--- config.mk ---
export PLATFORM = sky130hd
export DESIGN_NAME = bt656_timing_decoder_flat
export DESIGN_NICKNAME = d
export VERILOG_FILES = /design/src/rtl/bt656_timing_decoder_if.sv /design/src/rtl/bt656_timing_decoder.sv /design/src/flat_wrapper.sv
export SDC_FILE = /design/constraint.sdc
export NUM_CORES = 1
export LEC_CHECK = 0
export ABC_AREA = 1
export CAP_MARGIN = 20
export CORE_AREA = 10 10 85 87
export CTS_CLUSTER_SIZE = 25
export DETAILED_ROUTE_END_ITERATION = 12
export DIE_AREA = 0 0 95 97
export PLACE_DENSITY = 0.83
export SETUP_SLACK_MARGIN = 0.5
export SLEW_MARGIN = 5
export SYNTH_ARGS = -nofsm -noshare
export SYNTH_HDL_FRONTEND = slang
export SYNTH_SLANG_ARGS = --single-unit
export TNS_END_PERCENT = 1
--- constraint.sdc ---
create_clock -name clk -period 6.3 [get_ports clk]
set_input_delay 1.89 -clock clk [delete_from_list [all_inputs] [get_ports clk]]
set_output_delay 1.89 -clock clk [all_outputs]
set_load 0.05 [all_outputs]
--- src/rtl/bt656_timing_decoder_if.sv ---
// Video bundle of the BT.656 timing decoder: the raw word stream in, and the delayed stream
// with regenerated H/V/F, lock and protection-error status out.
interface bt656_timing_decoder_if;
  logic [9:0] data_in;
  logic [9:0] data_out;
  logic       H;
  logic       V;
  logic       F;
  logic       timing_valid;
  logic       xyz_error;
  logic [7:0] error_count;

  modport master (
    output data_in,
    input  data_out, H, V, F, timing_valid, xyz_error, error_count
  );

  modport slave (
    input  data_in,
    output data_out, H, V, F, timing_valid, xyz_error, error_count
  );
endinterface

--- src/rtl/bt656_timing_decoder.sv ---
// BT.656 timing decoder: finds EAV/SAV codes, validates XYZ protection, regenerates H/V/F aligned
// with the 4-word delayed stream, and qualifies lock with a line-length flywheel.
module bt656_timing_decoder #(
  parameter int LINE_WORDS    = 1716,
  parameter int LOCK_LINES    = 4,
  parameter int UNLOCK_MISSES = 2
) (
  input logic                   clk,
  input logic                   reset,
  bt656_timing_decoder_if.slave vid
);

  localparam int LINES_W  = $clog2(LOCK_LINES + 1);
  localparam int MISSES_W = $clog2(UNLOCK_MISSES + 1);
  localparam logic [10:0]         LINE_CNT   = 11'(LINE_WORDS);
  localparam logic [LINES_W-1:0]  LOCK_CNT   = LINES_W'(LOCK_LINES);
  localparam logic [MISSES_W-1:0] UNLOCK_CNT = MISSES_W'(UNLOCK_MISSES);

  typedef enum logic [1:0] {
    SEARCH = 2'd0,
    VERIFY = 2'd1,
    LOCKED = 2'd2
  } state_e;

  logic [9:0]          w0;
  logic [9:0]          tap1_q, tap2_q, tap3_q, dataOut_q;
  logic [3:0]          savDly_q;
  logic                hFlag_q, hFlag_d;
  logic                vFlag_q, vFlag_d;
  logic                fFlag_q, fFlag_d;
  logic                xyzErr_q, xyzErr_d;
  logic [7:0]          errCnt_q, errCnt_d;
  logic [10:0]         cnt_q, cnt_d;
  state_e              state_q, state_d;
  logic [LINES_W-1:0]  lines_q, lines_d;
  logic [MISSES_W-1:0] misses_q, misses_d;
  logic                valid_q, valid_d;

  logic trs, xyzOk, goodEav, goodSav, atLine, miss;

  assign w0 = vid.data_in;

  // Low two bits are ignored so 8-bit sources padded with 00 or 11 still match.
  always_comb begin
    trs     = (tap3_q[9:2] == 8'hFF) && (tap2_q[9:2] == 8'h00) &&
              (tap1_q[9:2] == 8'h00) && w0[9];
    xyzOk   = (w0[5] == (w0[7] ^ w0[6])) && (w0[4] == (w0[8] ^ w0[6])) &&
              (w0[3] == (w0[8] ^ w0[7])) && (w0[2] == (w0[8] ^ w0[7] ^ w0[6]));
    goodEav = trs && xyzOk && w0[6];
    goodSav = trs && xyzOk && !w0[6];
    atLine  = (cnt_q == LINE_CNT);
  end

  always_comb begin
    hFlag_d = hFlag_q;
    vFlag_d = vFlag_q;
    fFlag_d = fFlag_q;
    if (goodEav) begin
      hFlag_d = 1'b1;
      vFlag_d = w0[7];
      fFlag_d = w0[8];
    end else if (savDly_q[3]) begin
      hFlag_d = 1'b0;
    end
    xyzErr_d = trs && !xyzOk;
    errCnt_d = (xyzErr_d && (errCnt_q != 8'hFF)) ? errCnt_q + 8'd1 : errCnt_q;
    if (goodEav || miss) begin
      cnt_d = 11'd1;
    end else if (cnt_q != 11'h7FF) begin
      cnt_d = cnt_q + 11'd1;
    end else begin
      cnt_d = cnt_q;
    end
  end

  // The SAV delay line holds H high until the first active sample reaches data_out.
  always_ff @(posedge clk) begin
    if (reset) begin
      tap1_q    <= '0;
      tap2_q    <= '0;
      tap3_q    <= '0;
      dataOut_q <= '0;
      savDly_q  <= '0;
      hFlag_q   <= 1'b1;
      vFlag_q   <= 1'b1;
      fFlag_q   <= 1'b0;
      xyzErr_q  <= 1'b0;
      errCnt_q  <= '0;
      cnt_q     <= '0;
    end else begin
      tap1_q    <= w0;
      tap2_q    <= tap1_q;
      tap3_q    <= tap2_q;
      dataOut_q <= tap3_q;
      savDly_q  <= {savDly_q[2:0], goodSav};
      hFlag_q   <= hFlag_d;
      vFlag_q   <= vFlag_d;
      fFlag_q   <= fFlag_d;
      xyzErr_q  <= xyzErr_d;
      errCnt_q  <= errCnt_d;
      cnt_q     <= cnt_d;
    end
  end

  always_ff @(posedge clk) begin
    if (reset) begin
      state_q  <= SEARCH;
      lines_q  <= '0;
      misses_q <= '0;
      valid_q  <= 1'b0;
    end else begin
      state_q  <= state_d;
      lines_q  <= lines_d;
      misses_q <= misses_d;
      valid_q  <= valid_d;
    end
  end

  // A miss is either a flywheel timeout or an EAV at the wrong spacing; both restart the count.
  always_comb begin
    state_d  = state_q;
    lines_d  = lines_q;
    misses_d = misses_q;
    miss     = 1'b0;
    unique case (state_q)
      SEARCH: begin
        if (goodEav) begin
          state_d = VERIFY;
          lines_d = LINES_W'(1);
        end
      end
      VERIFY: begin
        if (goodEav) begin
          if (atLine) begin
            lines_d = lines_q + LINES_W'(1);
            if (lines_q + LINES_W'(1) == LOCK_CNT) begin
              state_d  = LOCKED;
              misses_d = '0;
            end
          end else begin
            lines_d = LINES_W'(1);
          end
        end else if (cnt_q > LINE_CNT) begin
          state_d = SEARCH;
        end
      end
      LOCKED: begin
        if (goodEav && atLine) begin
          misses_d = '0;
        end else if (goodEav || atLine) begin
          miss     = 1'b1;
          misses_d = misses_q + MISSES_W'(1);
          if (misses_q + MISSES_W'(1) == UNLOCK_CNT) begin
            state_d = SEARCH;
          end
        end
      end
      default: state_d = SEARCH;
    endcase
  end

  always_comb begin
    valid_d = (state_q == LOCKED);
  end

  assign vid.data_out     = dataOut_q;
  assign vid.H            = hFlag_q;
  assign vid.V            = vFlag_q;
  assign vid.F            = fFlag_q;
  assign vid.timing_valid = valid_q;
  assign vid.xyz_error    = xyzErr_q;
  assign vid.error_count  = errCnt_q;

endmodule

--- src/flat_wrapper.sv ---
// flat-port wrapper written by rule: the top's interface ports become plain ports
module bt656_timing_decoder_flat 
#(
  parameter int LINE_WORDS    = 1716,
  parameter int LOCK_LINES    = 4,
  parameter int UNLOCK_MISSES = 2
)
  (clk, reset, vid_data_in, vid_data_out, vid_H, vid_V, vid_F, vid_timing_valid, vid_xyz_error, vid_error_count);
  bt656_timing_decoder_if vid_i ();
  input logic clk;
  input logic reset;
  input wire logic [$bits(vid_i.data_in)-1:0] vid_data_in;
  output wire logic [$bits(vid_i.data_out)-1:0] vid_data_out;
  output wire logic [$bits(vid_i.H)-1:0] vid_H;
  output wire logic [$bits(vid_i.V)-1:0] vid_V;
  output wire logic [$bits(vid_i.F)-1:0] vid_F;
  output wire logic [$bits(vid_i.timing_valid)-1:0] vid_timing_valid;
  output wire logic [$bits(vid_i.xyz_error)-1:0] vid_xyz_error;
  output wire logic [$bits(vid_i.error_count)-1:0] vid_error_count;
  assign vid_i.data_in = vid_data_in;
  assign vid_data_out = vid_i.data_out;
  assign vid_H = vid_i.H;
  assign vid_V = vid_i.V;
  assign vid_F = vid_i.F;
  assign vid_timing_valid = vid_i.timing_valid;
  assign vid_xyz_error = vid_i.xyz_error;
  assign vid_error_count = vid_i.error_count;
  bt656_timing_decoder #(.LINE_WORDS(LINE_WORDS), .LOCK_LINES(LOCK_LINES), .UNLOCK_MISSES(UNLOCK_MISSES)) u_core (.clk(clk), .reset(reset), .vid(vid_i));
endmodule
==> impl_metrics.yaml, run 1 <==
floorplanning:
  fp.coreArea_sq_um: 5470
  die_h_um: 97
  pin_count: 35
  dieWidth_um: 95
  num_rows: 27
  initial_core_util: 0.596
  die_area_sq_um: 9220
timing:
  drv_slew: 0
  fmax_mhz: 229
  finalWorstSetupSlack_ns: 1.93
  hold_viol: 0
  post-route-min-period_ns: 4.37
  finalSetupViolations: 0
  fin_setup_tns_ns: 0
  slew_headroom: 0.646
  fin_skew_ns: 0.00916
  tightestPinTransition_ns: 0.531
  period_share: 0.694
  rsz0062_at_grt: "false"
cells_and_area:
  regArea_sq_um: 1500
  num-fill-cells: 436
  drive_above_1_share: 0.112
  diodes: 0
  stdcell_count: 546
  multiInputGateArea_sq_um: 1420
  fin_area_sq_um: 3860
  syn2layout_area_growth_pct: 18.4
  layout.nets: 490
setup_path:
  r2r_setup_slack_ns: 3.76
  worstReg2RegStart: "u_core.tap2_q[3]$_SDFF_PP0_"
  arrival_ns: 4.66
  cp-start-kind: "primary input"
  r2r-end: "u_core.state_q[0]$_SDFFE_PP0P_"
  cp.required_ns: 6.59
  crit_fanout: 8
  cp-startpoint: "vid_data_in[6]"
  criticalPathCategory: "in -> reg"
  reg2reg_depth: 13
  endpoint_kind: "flop"
  crit_end: "u_core.state_q[0]$_SDFFE_PP0P_"
routing:
  route.detailed.drc: 0
  firstDrtPassIters: 4
  via_per_inst: 4.88
  wl_per_cell_um: 11.4
  dr.first_iter.drc_count: 139
  routed_wl_um: 6230
  postRouteAntennaNets: 0
  vias: 2664
placed_design:
  dpl.hpwl_um: 4640
  pre_cts_ws_ns: 1.58
  place_area_sq_um: 3650
  port_buffers: 34
  dpl.cell_count: 530
  gp_congestion: 0.864
power_and_ir_drop:
  ir_drop_v: 0.000151
  power_mw: 0.935
  p_leak_nw: 1.72
  power_density_nw_per_um2: 242
synthesis:
  seq_area_frac_synth: 0.460
  netlist_area_sq_um: 3260
  synthCells: 431
  ys_types: 39
  synth_nets: 452
  avgSynthCellArea_sq_um: 7.57
  synth_area_leaders: "dfxtp_1 46%, nor2_1 9.8%, inv_1 8.3%, nand2_1 8.1%, ha_1 3.5%"
  ys_seq_elements: 75
  synth_top_area_frac: 0.460
  yosysTopAreaCell: "dfxtp_1"
  synth-warning-count: 0
status:
  outcome: "finished, final reports clean"
clock_tree:
  hold_buffers: 0
  clockBufferDepth: 2
  post_cts_resized: 0
  cts_made_buffers: 9
  cts_root_buf: "clkbuf_8"
  cts_tree: "built"
  clk_latency_ns: 0.35
  path_clk_slew_ns: 0.08
  cts_setup_buffers: 0
  clock-sinks: 75
  cts_max_level: 3
global_route:
  grt_usage: 0.136
  grt_pass1_wl_um: 10300
  antenna_found_initial: 0
  grt_remaining_overflow: 0
  grt_max_degree: 53
  grt_pass1_vias: 2470
min_path:
  min_path_type: "reg -> reg"
run:
  max-cap-violations: 0
## cell usage in the layout (no fill, tap or decap), types with 3 or more instances in the layout
master	synthesis	routed
nand4_1	8	8
clkbuf_8	0	10
clkinv_4	1	3
nand2_4	4	4
a21oi_1	17	17
nand2_1	70	70
dfxtp_1	75	75
inv_1	72	72
o21ai_0	6	6
ha_1	9	9
inv_2	4	4
nor3_1	5	5
clkdlybuf4s50_1	0	33
nor2_1	85	85
nand3_1	20	20
nand2_2	11	11
xor2_1	5	5
## worst max-delay path, cell delays in order
cell and delay (ns):
clkdlybuf4s50_1 0.74, clkinv_4 0.12, nand2_1 0.12, nand3_1 0.08, nand2_1 0.08, nand2_2 0.09
nor2_8 0.15, nand3_4 0.14, ha_1 0.26, o31ai_1 0.30, a21boi_0 0.36, nand3_1 0.14
nand2_1 0.07, inv_1 0.03, nor2_1 0.08
## cell families (layout without fill, tap and decap cells)
logic type,after synthesis,in the layout,share of synthesized area
flops,75,75,0.460
simple gates,221,221,0.325
fa+ha+maj,9,9,0.0345
buf+inv,86,129,0.105
compound gates,33,33,0.0568
xor+xnor,7,7,0.0188
## cells in the mapped netlist (all sizes together)
cell    number
nor2        91
nand2       85
inv         77
dfxtp       75
nand3       23
a21oi       18
ha           9
nand4        9
o21ai        8
clkbuf       6
nor3         6
xor2         5
a31oi        2
buf          2
nor3b        2
nor4         2
or2          2
xnor2        2
a211oi       1
a21boi       1
clkinv       1
nand3b       1
o211ai       1
o22a         1
o31ai        1
## how the worst min path moves through the flow
stage	from	end	cells after the start
global placement	u_core.tap3_q[0]$_SDFF_PP0_	u_core.vid.data_out[0]$_SDFF_PP0_	2
finish	u_core.savDly_q[1]$_SDFF_PP0_	u_core.savDly_q[2]$_SDFF_PP0_	2
global route	u_core.savDly_q[1]$_SDFF_PP0_	u_core.savDly_q[2]$_SDFF_PP0_	2
floorplan	u_core.savDly_q[3]$_SDFF_PP0_	u_core.vid.H$_SDFFE_PP1P_	1
detailed placement	u_core.savDly_q[1]$_SDFF_PP0_	u_core.savDly_q[2]$_SDFF_PP0_	2
CTS	u_core.savDly_q[1]$_SDFF_PP0_	u_core.savDly_q[2]$_SDFF_PP0_	2
## sequential cells by signal (all words and copies together), names as in the netlist, 2 cells and up
| signal | flops |
|---|---|
| u_core.cnt_q | 11 |
| u_core.tap1_q | 10 |
| u_core.tap2_q | 10 |
| u_core.tap3_q | 10 |
| u_core.vid.data_out | 10 |
| u_core.vid.error_count | 8 |
| u_core.savDly_q | 4 |
| u_core.lines_q | 3 |
| u_core.misses_q | 2 |
| u_core.state_q | 2 |
## where the power goes
| group | internal (mW) | total, mW | switching (mW) |
|---|---|---|---|
| Sequential | 0.484 | 0.489 | 0.00545 |
| Clock | 0.198 | 0.381 | 0.183 |
| Combinational | 0.0233 | 0.0640 | 0.0407 |
| Total | 0.706 | 0.935 | 0.229 |
## per-stage QoR
| step | utilization | hold WS [ns] |
|---|---|---|
| after floorplan | - | 0.388 |
| after global placement | 0.668 | 0.389 |
| after detailed placement | 0.668 | 0.392 |
| after CTS | 0.706 | 0.394 |
| after global routing | 0.706 | 0.409 |
| final | 0.706 | 0.397 |
## cell type report
cell class              instances  share of cell area
flip-flops and latches         75               0.388
multi-input cells             270               0.367
well taps                      72              0.0233
repair buffers                 35              0.0887
inverters                      78              0.0777
clock inverters                 6              0.0188
clock buffers                  10              0.0356
## per-layer routing
metal	wire (um)	track usage
met5	0	0
met3	442	0.0555
met4	133	0.0732
met1	2810	0.153
met2	2850	0.213
Note: power is estimated with default switching activity, not from simulation.
==> inputs of run 2 (changes only) <==
--- a/config.mk
+++ b/config.mk
@@ -7,11 +7,11 @@
 export LEC_CHECK = 0
 export ABC_AREA = 1
 export CAP_MARGIN = 20
-export CORE_AREA = 10 10 85 87
+export CORE_AREA = 10 10 92 94
 export CTS_CLUSTER_SIZE = 25
 export DETAILED_ROUTE_END_ITERATION = 12
-export DIE_AREA = 0 0 95 97
-export PLACE_DENSITY = 0.83
+export DIE_AREA = 0 0 102 104
+export PLACE_DENSITY = 0.74
 export SETUP_SLACK_MARGIN = 0.5
 export SLEW_MARGIN = 5
 export SYNTH_ARGS = -nofsm -noshare
==> constraint.sdc (replaced) <==
create_clock -name clk -period 3.85 [get_ports clk]
set_input_delay 1.155 -clock clk [delete_from_list [all_inputs] [get_ports clk]]
set_output_delay 1.155 -clock clk [all_outputs]
set_load 0.05 [all_outputs]
==> run 2 against run 1 <==
  * Worst hold slack better by 0.0051 ns
  * Non-clock buffer count grew 3
  * Sequential share of layout area shrank 0.46 points
  * Routed wire length grew 2.7%
  * Setup slack worse by 1.3 ns
  * Clock power rose by 60%
  * Critical path depth decreased by 2
  * Total power grew 62%
  * Final cell count rose by 2.0%
  * Largest cell class unchanged
  * Final area is 1.2% higher
==> impl_metrics.yaml, run 2 (same netlist as run 1, synthesis figures left out) <==
status:
  outcome: "finished, final reports clean"
run:
  max-cap-violations: 0
placed_design:
  dpl.hpwl_um: 4690
  place_area_sq_um: 3670
  gp_congestion: 0.867
  dpl.cell_count: 539
  port_buffers: 34
global_route:
  grt_remaining_overflow: 0
  antenna_found_initial: 0
  grt_pass1_vias: 2409
  grt_usage: 0.121
  grt_pass1_wl_um: 10500
  grt_max_degree: 52
routing:
  wl_per_cell_um: 11.5
  dr.first_iter.drc_count: 137
  via_per_inst: 4.82
  route.detailed.drc: 0
  routed_wl_um: 6400
  postRouteAntennaNets: 0
  firstDrtPassIters: 4
  vias: 2687
setup_path:
  endpoint_kind: "flop"
  criticalPathCategory: "in -> reg"
  crit_top_cell: "nand2_2"
  cp_cell_sequence: "clkdlybuf4s50_1, inv_1, nand2_1, nand3_1, nand2_2, nand2_2, nor2_8, nand3_4, ha_1, o31ai_2, a21boi_4, nand4_1, a21oi_1"
  cp-start-kind: "primary input"
  cpMaxStageDelayCell: "clkdlybuf4s50_1"
  arrival_ns: 3.48
  max_stage_delay_ns: 0.51
  cp.required_ns: 4.12
  crit_fanout: 7
  path_buf_inv: 2
  path_delay_family: "simple AND/OR/NAND/NOR gates"
timing:
  fin_skew_ns: 0.0104
  hold_viol: 0
  finalSetupViolations: 0
  fin_setup_tns_ns: 0
  period_share: 0.834
  post-route-min-period_ns: 3.21
  rsz0062_at_grt: "false"
  tightestPinTransition_ns: 0.521
  fmax_mhz: 311
  slew_headroom: 0.653
  drv_slew: 0
clock_tree:
  cts_tree: "built"
  clock-sinks: 75
  cts_root_buf: "clkbuf_8"
  hold_buffers: 0
  cts_max_level: 3
  cts_made_buffers: 9
  clk_latency_ns: 0.34
  path_clk_slew_ns: 0.08
  clockBufferDepth: 2
cells_and_area:
  registers.top_by_ff_count: "u_core.cnt_q"
  largest_reg_flops: 11
  final_util: 0.585
  layout.nets: 493
  drive_above_1_share: 0.119
  diodes: 0
  final_cell_mix: "85 x nor2_1, 75 x dfxtp_1, 72 x inv_1, 70 x nand2_1, 30 x clkdlybuf4s50_1"
  syn2layout_area_growth_pct: 19.9
  final_common_cell: "nor2_1"
  stdcell_count: 557
  fin_area_sq_um: 3910
min_path:
  min_path_type: "reg -> reg"
floorplanning:
  die_h_um: 104
  dieWidth_um: 102
  pin_count: 35
  die_area_sq_um: 10600
  num_rows: 30
  fp.coreArea_sq_um: 6680
  initial_core_util: 0.488
power_and_ir_drop:
  ir_drop_v: 0.000206
  power_density_nw_per_um2: 388
  power_mw: 1.52
  p_leak_nw: 1.76
[run 2: cell type report]
cell class / instances / area [sq um]
inverters: 78 / 300
repair buffers: 38 / 373
clock inverters: 6 / 72.6
multi-input cells: 270 / 1440
fillers: 608 / 2770
flip-flops and latches: 75 / 1500
well taps: 80 / 100
clock buffers: 10 / 128
[run 2: repair_timing]
item	CTS	global route
gates resized for setup	2	5
buffers inserted	0	2
endpoints found under the setup margin	2	2
cloned	0	0
[run 2: report_power, final]
| group | leakage [nW] | total, mW | internal [mW] | switching [mW] |
|---|---|---|---|---|
| registers | 0.610 | 0.800 | 0.792 | 0.00825 |
| logic | 1.05 | 0.108 | 0.0398 | 0.0679 |
| clock network | 0.0975 | 0.608 | 0.307 | 0.302 |
| total | 1.76 | 1.52 | 1.14 | 0.378 |
[run 2: worst reg2reg max path: stages (launching register included)]
cell,delay (ns)
dfxtp_1,0.32
nor2_1,0.16
nand2_1,0.08
nor2_1,0.11
nand2_1,0.16
nor2_8,0.20
nand3_4,0.15
ha_1,0.26
o31ai_2,0.31
a21boi_4,0.24
nand4_1,0.11
a21oi_1,0.16
[run 2: metal layers]
metal	global-route usage	vias up	routed length [um]
li1	-	1409	-
met1	0.147	1190	2950
met2	0.181	76	2910
met3	0.0419	12	388
met4	0.0635	0	148
met5	0	-	0
[run 2: worst paths after layout]
| path | from | endpoint | slack (ns) | depth (start not counted) |
|---|---|---|---|---|
| setup / recovery | vid_data_in[3] | u_core.state_q[1]$_SDFFE_PP0P_ | 0.64 | 13 |
| hold / removal | u_core.savDly_q[2]$_SDFF_PP0_ | u_core.savDly_q[3]$_SDFF_PP0_ | 0.40 | 2 |
| setup reg to reg | u_core.tap2_q[7]$_SDFF_PP0_ | u_core.state_q[1]$_SDFFE_PP0P_ | 1.52 | 11 |
| hold reg to reg | u_core.savDly_q[2]$_SDFF_PP0_ | u_core.savDly_q[3]$_SDFF_PP0_ | 0.40 | 2 |
[run 2: metrics by stage]
step / worst slack, ns / hold slack, ns
3_3_place_gp: 0.195 / 0.389
3_5_place_dp: 0.0766 / 0.394
4_1_cts: 0.554 / 0.405
2_1_floorplan: 0.818 / 0.388
5_1_grt: 0.447 / 0.418
6_report: 0.637 / 0.402
==> inputs of run 3 (changes only) <==
--- a/config.mk
+++ b/config.mk
@@ -7,11 +7,11 @@
 export LEC_CHECK = 0
 export ABC_AREA = 1
 export CAP_MARGIN = 20
-export CORE_AREA = 10 10 92 94
+export CORE_AREA = 10 10 88 90
 export CTS_CLUSTER_SIZE = 25
 export DETAILED_ROUTE_END_ITERATION = 12
-export DIE_AREA = 0 0 102 104
-export PLACE_DENSITY = 0.74
+export DIE_AREA = 0 0 98 100
+export PLACE_DENSITY = 0.77
 export SETUP_SLACK_MARGIN = 0.5
 export SLEW_MARGIN = 5
 export SYNTH_ARGS = -nofsm -noshare
==> constraint.sdc (replaced) <==
create_clock -name clk -period 3.33 [get_ports clk]
set_input_delay 0.999 -clock clk [delete_from_list [all_inputs] [get_ports clk]]
set_output_delay 0.999 -clock clk [all_outputs]
set_load 0.05 [all_outputs]
==> run 3 against run 2 <==
  * Combinational power up 19%
  * Clock skew down 0.0031 ns
  * Clock power is 12% higher
  * Total power is 14% higher
  * Sequential power is 16% higher
  * Critical path type unchanged
  * Critical endpoint is now u_core.state_q[0]$_SDFFE_PP0P_
  * Largest power group unchanged
==> impl_metrics.yaml, run 3 (same netlist as run 1, synthesis figures left out) <==
status:
  outcome: "finished, final reports clean"
timing:
  drv_slew: 0
  post-route-min-period_ns: 2.70
  fmax_mhz: 370
  finalWorstSetupSlack_ns: 0.626
  rsz0062_at_grt: "false"
  period_share: 0.812
  slew_headroom: 0.660
  tightestPinTransition_ns: 0.509
  finalSetupViolations: 0
  hold_viol: 0
  worst_hold_slack_ns: 0.402
  fin_skew_ns: 0.00735
global_route:
  grt_max_degree: 46
  grt_pass1_vias: 2641
  antenna_found_initial: 0
  grt_usage: 0.130
  grt_remaining_overflow: 0
  grt_pass1_wl_um: 10800
setup_path:
  path_buf_inv: 3
  criticalPathCategory: "in -> reg"
  max_stage_delay_ns: 0.46
  path_delay_family: "simple AND/OR/NAND/NOR gates"
  crit_end: "u_core.state_q[0]$_SDFFE_PP0P_"
  r2r_setup_slack_ns: 1.23
  cp_cell_sequence: "clkdlybuf4s50_1, inv_1, nand3_2, nor2_4, nor2_4, nor2_8, nand3_4, ha_2, o31ai_4, a21boi_4, nand3_1, nand2_1, inv_1, nor2_1"
  worstReg2RegStart: "u_core.tap2_q[3]$_SDFF_PP0_"
  cp-startpoint: "vid_data_in[4]"
  reg2reg_depth: 13
  cp.required_ns: 3.62
  worstSetupPathDepth: 14
  crit_fanout: 4
  arrival_ns: 2.99
  endpoint_kind: "flop"
  cp-start-kind: "primary input"
  cpMaxStageDelayCell: "clkdlybuf4s50_1"
  r2r-end: "u_core.state_q[0]$_SDFFE_PP0P_"
routing:
  postRouteAntennaNets: 0
  via_per_inst: 4.87
  firstDrtPassIters: 5
  routed_wl_um: 6280
  wl_per_cell_um: 11.1
  route.detailed.drc: 0
  vias: 2751
  dr.first_iter.drc_count: 94
floorplanning:
  pin_count: 35
  num_rows: 29
  die_h_um: 100
  fp.coreArea_sq_um: 6130
  initial_core_util: 0.532
  dieWidth_um: 98
  die_area_sq_um: 9800
clock_tree:
  clk_latency_ns: 0.35
  cts_tree: "built"
  cts_root_buf: "clkbuf_8"
  cts_max_level: 3
  cts_made_buffers: 9
  clock-sinks: 75
  clockBufferDepth: 2
  path_clk_slew_ns: 0.08
placed_design:
  dpl.hpwl_um: 4730
  pre_cts_ws_ns: -0.135
  place_area_sq_um: 3740
  port_buffers: 34
  gp_congestion: 0.909
power_and_ir_drop:
  ir_drop_v: 0.000255
  power_density_nw_per_um2: 433
  power_mw: 1.73
  p_leak_nw: 1.80
cells_and_area:
  registers.top_by_ff_count: "u_core.cnt_q"
  final_common_cell: "nor2_1"
  final_cell_mix: "85 x nor2_1, 75 x dfxtp_1, 70 x nand2_1, 70 x inv_1, 27 x clkdlybuf4s50_1"
  fin_area_sq_um: 4000
  syn2layout_area_growth_pct: 22.5
  largest_reg_flops: 11
  drive_above_1_share: 0.150
  layout.nets: 505
  diodes: 0
run:
  max-cap-violations: 0
min_path:
  min_path_type: "reg -> reg"
## run 3: metrics by stage
| stage | instances | TNS [ns] | utilization |
|---|---|---|---|
| finish | 565 | 0 | 0.652 |
| global route | 565 | 0 | 0.652 |
| CTS | 562 | 0 | 0.644 |
| detailed placement | 545 | -0.236 | 0.609 |
| global placement | 545 | -0.0108 | 0.609 |
| floorplan | 431 | 0 | - |
## run 3: power breakdown
part	total, mW	switching, mW	internal [mW]	leakage [nW]
clock network	0.679	0.332	0.347	0.0929
logic	0.128	0.0792	0.0487	1.10
registers	0.925	0.00937	0.916	0.610
total	1.73	0.420	1.31	1.80
## run 3: worst min-delay path by stage
stage,endpoint,depth (start not counted),from
2_1_floorplan,u_core.vid.H$_SDFFE_PP1P_,1,u_core.savDly_q[3]$_SDFF_PP0_
6_report,u_core.tap2_q[1]$_SDFF_PP0_,2,u_core.tap1_q[1]$_SDFF_PP0_
5_1_grt,u_core.tap2_q[1]$_SDFF_PP0_,2,u_core.tap1_q[1]$_SDFF_PP0_
3_3_place_gp,u_core.savDly_q[1]$_SDFF_PP0_,2,u_core.savDly_q[0]$_SDFF_PP0_
3_5_place_dp,u_core.tap2_q[1]$_SDFF_PP0_,2,u_core.tap1_q[1]$_SDFF_PP0_
4_1_cts,u_core.tap2_q[1]$_SDFF_PP0_,2,u_core.tap1_q[1]$_SDFF_PP0_
## run 3: layout make-up
class / instances / area [sq um]
Clock buffer: 10 / 128
Clock inverter: 5 / 63.8
Fill cell: 531 / 2140
Inverter: 78 / 300
Multi-Input combinational cell: 270 / 1450
Sequential cell: 75 / 1500
Tap cell: 77 / 96.3
Timing Repair Buffer: 50 / 454
## run 3: worst register-to-register path, stage by stage, from the launching register on
cell and delay (ns):
dfxtp_1 0.31, nor2_1 0.16, nand3_1 0.10, nor2_1 0.10, nand2_1 0.15, nor2_8 0.14, nand3_4 0.11, ha_2 0.22
o31ai_4 0.24, a21boi_4 0.23, nand3_1 0.09, nand2_1 0.06, inv_1 0.03, nor2_1 0.09
## run 3: timing repair
| item | in CTS | in global routing |
|---|---|---|
| setup endpoints to repair | 4 | 4 |
| gates resized for setup | 6 | 12 |
| buffers inserted | 2 | 3 |
| pin swaps | 3 | 2 |
| hold buffers | 0 | 0 |
## run 3: routing by layer
layer	vias up	track usage	wire length (um)
li1	1431	-	-
met2	60	0.219	2960
met1	1246	0.142	2790
met4	0	0.0682	126
met5	-	0	0
met3	14	0.0460	400
